--- src/rtl/bpsk_pkg.sv ---
// Shared encodings for the BPSK datapath strobe generators.
// Holds the operating modes and the pulse-train FSM states.
package bpsk_pkg;

  typedef enum logic [1:0] {
    MODE_SINGLE = 2'b00,
    MODE_BURST  = 2'b01,
    MODE_CONT   = 2'b10,
    MODE_RSVD   = 2'b11
  } mode_t;

  typedef enum logic [1:0] {
    ST_IDLE = 2'b00,
    ST_HIGH = 2'b01,
    ST_LOW  = 2'b10
  } state_t;

endpackage

--- src/rtl/phase_counter.sv ---
// Loadable down-counter shared by the HIGH and LOW phases.
// tc flags a count of zero, i.e. the last cycle of the current phase.
module phase_counter #(
  parameter int CNT_W = 16
) (
  input  logic             clk,
  input  logic             rst,
  input  logic             load,
  input  logic [CNT_W-1:0] load_val,
  output logic             tc
);

  logic [CNT_W-1:0] count;

  always_ff @(posedge clk or negedge rst) begin
    if (!rst) begin
      count <= '0;
    end else if (load) begin
      count <= load_val;
    end else if (count != '0) begin
      count <= count - CNT_W'(1);
    end
  end

  assign tc = (count == '0);

endmodule

--- src/rtl/pulse_train_generator.sv ---
// Single / burst / continuous pulse train with runtime high, low and count settings.
// Handshake: start is a level sampled only while idle; done is a one-cycle strobe, busy covers HIGH and LOW.
module pulse_train_generator
  import bpsk_pkg::*;
#(
  parameter int   CNT_W      = 16,
  parameter int   NUM_W      = 8,
  parameter logic IDLE_LEVEL = 1'b0
) (
  input  logic             clk,
  input  logic             rst,
  input  logic             start,
  input  logic             abort,
  input  logic [1:0]       mode,
  input  logic [CNT_W-1:0] high_len,
  input  logic [CNT_W-1:0] low_len,
  input  logic [NUM_W-1:0] num_pulses,
  output logic             sig,
  output logic             busy,
  output logic             done,
  output logic [NUM_W-1:0] pulse_idx,
  output state_t           fsm_state
);

  localparam logic ACTIVE_LEVEL = ~IDLE_LEVEL;

  state_t           state, state_d;
  logic             sig_d, busy_d, done_d;
  logic [NUM_W-1:0] idx_d;

  // Lengths are stored as len-1 so a zero input naturally clamps to one cycle.
  logic [1:0]       mode_q;
  logic [CNT_W-1:0] high_m1_q, low_m1_q;
  logic [NUM_W-1:0] last_idx_q;
  logic [CNT_W-1:0] high_in_m1, low_in_m1;
  logic [NUM_W-1:0] last_in_idx;
  logic             latch_cfg;

  logic             cnt_load;
  logic [CNT_W-1:0] cnt_val;
  logic             cnt_tc;
  logic             is_final;

  assign high_in_m1  = (high_len == '0)   ? '0 : high_len - CNT_W'(1);
  assign low_in_m1   = (low_len == '0)    ? '0 : low_len - CNT_W'(1);
  assign last_in_idx = (num_pulses == '0) ? '0 : num_pulses - NUM_W'(1);

  assign is_final = (mode_q == MODE_BURST) ? (pulse_idx == last_idx_q)
                                           : (mode_q != MODE_CONT);

  phase_counter #(.CNT_W(CNT_W)) u_phase_counter (
    .clk      (clk),
    .rst      (rst),
    .load     (cnt_load),
    .load_val (cnt_val),
    .tc       (cnt_tc)
  );

  always_comb begin
    state_d   = state;
    sig_d     = IDLE_LEVEL;
    busy_d    = 1'b0;
    done_d    = 1'b0;
    idx_d     = pulse_idx;
    cnt_load  = 1'b0;
    cnt_val   = high_m1_q;
    latch_cfg = 1'b0;
    if (abort) begin
      state_d = ST_IDLE;
    end else begin
      case (state)
        ST_IDLE: begin
          if (start) begin
            latch_cfg = 1'b1;
            state_d   = ST_HIGH;
            sig_d     = ACTIVE_LEVEL;
            busy_d    = 1'b1;
            idx_d     = '0;
            cnt_load  = 1'b1;
            cnt_val   = high_in_m1;
          end
        end
        ST_HIGH: begin
          if (!cnt_tc) begin
            sig_d  = ACTIVE_LEVEL;
            busy_d = 1'b1;
          end else if (is_final) begin
            state_d = ST_IDLE;
            done_d  = 1'b1;
          end else begin
            state_d  = ST_LOW;
            busy_d   = 1'b1;
            cnt_load = 1'b1;
            cnt_val  = low_m1_q;
          end
        end
        ST_LOW: begin
          busy_d = 1'b1;
          if (cnt_tc) begin
            state_d  = ST_HIGH;
            sig_d    = ACTIVE_LEVEL;
            idx_d    = pulse_idx + NUM_W'(1);
            cnt_load = 1'b1;
            cnt_val  = high_m1_q;
          end
        end
        default: state_d = ST_IDLE;
      endcase
    end
  end

  always_ff @(posedge clk or negedge rst) begin
    if (!rst) begin
      state     <= ST_IDLE;
      sig       <= IDLE_LEVEL;
      busy      <= 1'b0;
      done      <= 1'b0;
      pulse_idx <= '0;
    end else begin
      state     <= state_d;
      sig       <= sig_d;
      busy      <= busy_d;
      done      <= done_d;
      pulse_idx <= idx_d;
    end
  end

  always_ff @(posedge clk or negedge rst) begin
    if (!rst) begin
      mode_q     <= MODE_SINGLE;
      high_m1_q  <= '0;
      low_m1_q   <= '0;
      last_idx_q <= '0;
    end else if (latch_cfg) begin
      mode_q     <= mode;
      high_m1_q  <= high_in_m1;
      low_m1_q   <= low_in_m1;
      last_idx_q <= last_in_idx;
    end
  end

  assign fsm_state = state;

endmodule

--- config.mk ---
export PLATFORM = sky130hd
export DESIGN_NAME = pulse_train_generator
export DESIGN_NICKNAME = d
export VERILOG_FILES = /design/src/rtl/bpsk_pkg.sv /design/src/rtl/phase_counter.sv /design/src/rtl/pulse_train_generator.sv
export SDC_FILE = /design/constraint.sdc
export NUM_CORES = 1
export LEC_CHECK = 0
export ABC_AREA = 1
export CORE_ASPECT_RATIO = 1.1
export CORE_UTILIZATION = 55
export DETAILED_ROUTE_END_ITERATION = 8
export PLACE_DENSITY = 0.81
export SETUP_SLACK_MARGIN = 0.3
export SYNTH_ARGS = -nofsm -noshare
export SYNTH_HDL_FRONTEND = slang
export SYNTH_SLANG_ARGS = --single-unit
--- constraint.sdc ---
create_clock -name clk -period 2.35 [get_ports clk]
set_input_delay 0.705 -clock clk [delete_from_list [all_inputs] [get_ports clk]]
set_output_delay 0.705 -clock clk [all_outputs]
set_load 0.05 [all_outputs]
==> results.toml <==
[setup_path]
r2r_slack_ns = 0.30
setup.worst_path.end = "u_phase_counter.count[8]"
r2r_start = "u_phase_counter.count[0]"
worst_setup_path_start_kind = "input port"
path_class = "in -> reg"
critPathLaunch = "high_len[0]"
crit_fanout = 2
rr_worst_depth = 15
cp.required_ns = 2.60
arrival_ns = 2.31
end_kind = "register"
r2r-end = "u_phase_counter.count[5]"

[logic_synthesis]
syn_nets = 758
synth_common_cells = "nand2_1 (177), nor2_1 (109), inv_1 (78), dfrtp_1 (71), nand3_1 (47)"
ys_top_cells_by_area = "dfrtp_1 (36%), nand2_1 (13%), nor2_1 (8.2%)"
ys_warn_count = 0
synth_most_common_cell = "nand2_1"
ys_ff_latch = 71
synth_ff_type = "dfrtp_1"
synth.cell_area_sq_mm = 0.00498
synth.avg_cell_area_sq_um = 7.05
syn_inst = 706
synth_cell_types = 42
synth_top_area_share_pct = 35.7
synth_edf_count = 0
yosysSeqAreaShare_pct = 35.7
synthArstFlopShare_pct = 100
yosysTopAreaCell = "dfrtp_1"

[power_and_ir_drop]
p_leak_nw = 3.26
p_total_mw = 4.30
p_per_area_mw_per_mm2 = 626
vdd_ir_drop_max_mv = 0.341

[clocking]
clkTransAtPathRegs_ns = 0.09
postCtsHoldBufs = 0
cts_max_path_buffers = 2
cts_tree = "done"
cts_sinks = 71
clk_latency_ns = 0.37
cts_root_buf = "clkbuf_8"
htree_num_levels = 3
numCtsBuffers = 9

[placement]
portBuffers = 58
place_hpwl_um = 10200
gp_congestion = 0.911
placed_cells = 912
dp_worst_setup_slack_ns = -0.306

[outcome]
status = "complete, no violations"

[route]
avgRoutedWirePerCell_um = 16.4
drc = 0
wl_um = 15700
dr.pass1.iters = 6
postRouteAntennaNets = 0
drtIter0Drc = 655
viasPerCell = 5.79
vias = 5554

[die]
die_y_um = 102
rows = 36
top_level_ports = 59
die_area_sq_mm = 0.00944
core_area_sq_mm = 0.00883
die_w_um = 92.7
start_util_pct = 56.4

[finish]
areaGrowthSynthToFinish_pct = 38.0
layout.nets = 893
final_layout_size_suffix_gt1_share_pct = 28.8
fin_cells = 960
num_antenna_cells = 0

[sta]
finalSetupViolations = 0
timing.final.crit_share_pct = 87.5
setup_slack_ns = 0.294
skew_ns = 0.0160
holdWs_ns = 0.299
final_hold_viol_count = 0
rsz0062_at_grt = "yes"
worst_pin_slew_ns = 0.543
fmaxAchievable_mhz = 486
slew_headroom_pct = 63.8
timing.final.crit_period_ns = 2.06
final_max_slew_viol_count = 0

[hold_path]
hold_path.class = "in -> async"

[global_route]
antenna_found_initial = 0
grt_pass1_vias = 5240
grt.overflow.total = 0
grt_usage_pct = 31.9
grt_pass1_wl_um = 23600
grt_max_degree = 33

[job]
max-cap-violations = 0
## area by class of cell
| type | instances | area [sq um] |
|---|---|---|
| multi-input combinational | 529 | 3110 |
| fill | 590 | 1960 |
| sequential | 71 | 1780 |
| timing repair buffer | 145 | 1270 |
| inverter | 84 | 340 |
| tap | 114 | 143 |
| clock buffer | 9 | 124 |
| clock inverter | 7 | 97.6 |
| timing repair inverter | 1 | 7.51 |
## stage by stage
step / cell area [sq um] / setup TNS [ns] / util [%]
after global placement: 6040 / -6.32 / 68.5
after floorplan: 5010 / 0 / -
after detailed placement: 6040 / -8.50 / 68.5
final: 6870 / 0 / 77.8
after CTS: 6550 / 0 / 74.2
after global routing: 6870 / 0 / 77.8
## worst min path at each step
stage	cells after the start	slack, ns	to	start
after global placement	2	0.47	low_m1_q[0]	low_m1_q[0]
after global routing	1	0.33	u_phase_counter.count[13]	rst
after floorplan	0	0.41	busy	rst
final	1	0.30	u_phase_counter.count[13]	rst
after CTS	1	0.32	u_phase_counter.count[13]	rst
after detailed placement	2	0.48	low_m1_q[5]	low_m1_q[5]
## metal layers
layer	track usage, %	part of all wire (%)	vias up
li1	-	-	2527
met3	4.80	7.2	92
met1	38.5	38	2621
met4	16.0	4.8	0
met2	55.8	50	314
met5	0	0	-
## where the power goes
group | leakage [nW] | switching [mW] | internal (mW) | total (mW)
registers | 0.881 | 0.191 | 1.46 | 1.65
logic | 2.27 | 0.911 | 0.641 | 1.55
clock network | 0.105 | 0.501 | 0.599 | 1.10
## kinds of logic (layout without fill, tap and decap cells)
| logic type | after synthesis | after routing | synth area share (%) |
|---|---|---|---|
| flops | 71 | 71 | 35.7 |
| simple gates | 375 | 375 | 33.5 |
| xor+xnor | 44 | 44 | 7.74 |
| buf+inv | 106 | 246 | 8.87 |
| compound gates | 104 | 104 | 12.7 |
| fa+ha+maj | 6 | 6 | 1.51 |
## timing repair
action,CTS,global route
setup buffers,16,14
gates resized for setup,90,79
setup endpoints to repair,54,61
cloned,1,1
pin swaps,38,43
## cells in the final DEF, fill, tap and decap left out, drive strengths merged, types with 2 or more instances in the layout
| cell type | netlist | final |
|---|---|---|
| inv | 83 | 81 |
| clkinv | 1 | 4 |
| a22oi | 3 | 3 |
| a21oi | 24 | 24 |
| clkbuf | 9 | 13 |
| o31ai | 8 | 8 |
| nand2 | 184 | 184 |
| nor3 | 9 | 9 |
| nor2 | 122 | 122 |
| nand4 | 8 | 8 |
| buf | 13 | 90 |
| nor4 | 2 | 2 |
| nand3 | 49 | 49 |
| dfrtp | 71 | 71 |
| dlygate4sd2 | 0 | 13 |
| o22ai | 14 | 14 |
| xor2 | 23 | 23 |
| bufinv | 0 | 2 |
| clkinvlp | 0 | 5 |
| dlymetal6s2s | 0 | 2 |
| xnor2 | 21 | 21 |
| clkdlybuf4s15 | 0 | 9 |
| o21ai | 51 | 51 |
| clkdlybuf4s50 | 0 | 27 |
| ha | 6 | 6 |
## sequential cells by signal (all words and copies together) (netlist names)
name and cells:
done 1, u_phase_counter.count 16, sig 1, high_m1_q 16, mode_q 2, busy 1
last_idx_q 8, low_m1_q 16, fsm_state 2, pulse_idx 8
## critical path, cell delays in order
cell             delay [ns]
clkdlybuf4s15_1        0.22
clkinvlp_4             0.12
ha_4                   0.18
nand3_4                0.07
buf_4                  0.12
nor2_1                 0.04
xnor2_1                0.24
nor2_1                 0.11
nand2_1                0.08
o21ai_0                0.09
nor2_1                 0.11
o21ai_1                0.09
nand2_1                0.08
a21oi_2                0.05
No activity file was read; power rests on OpenSTA's default activity.
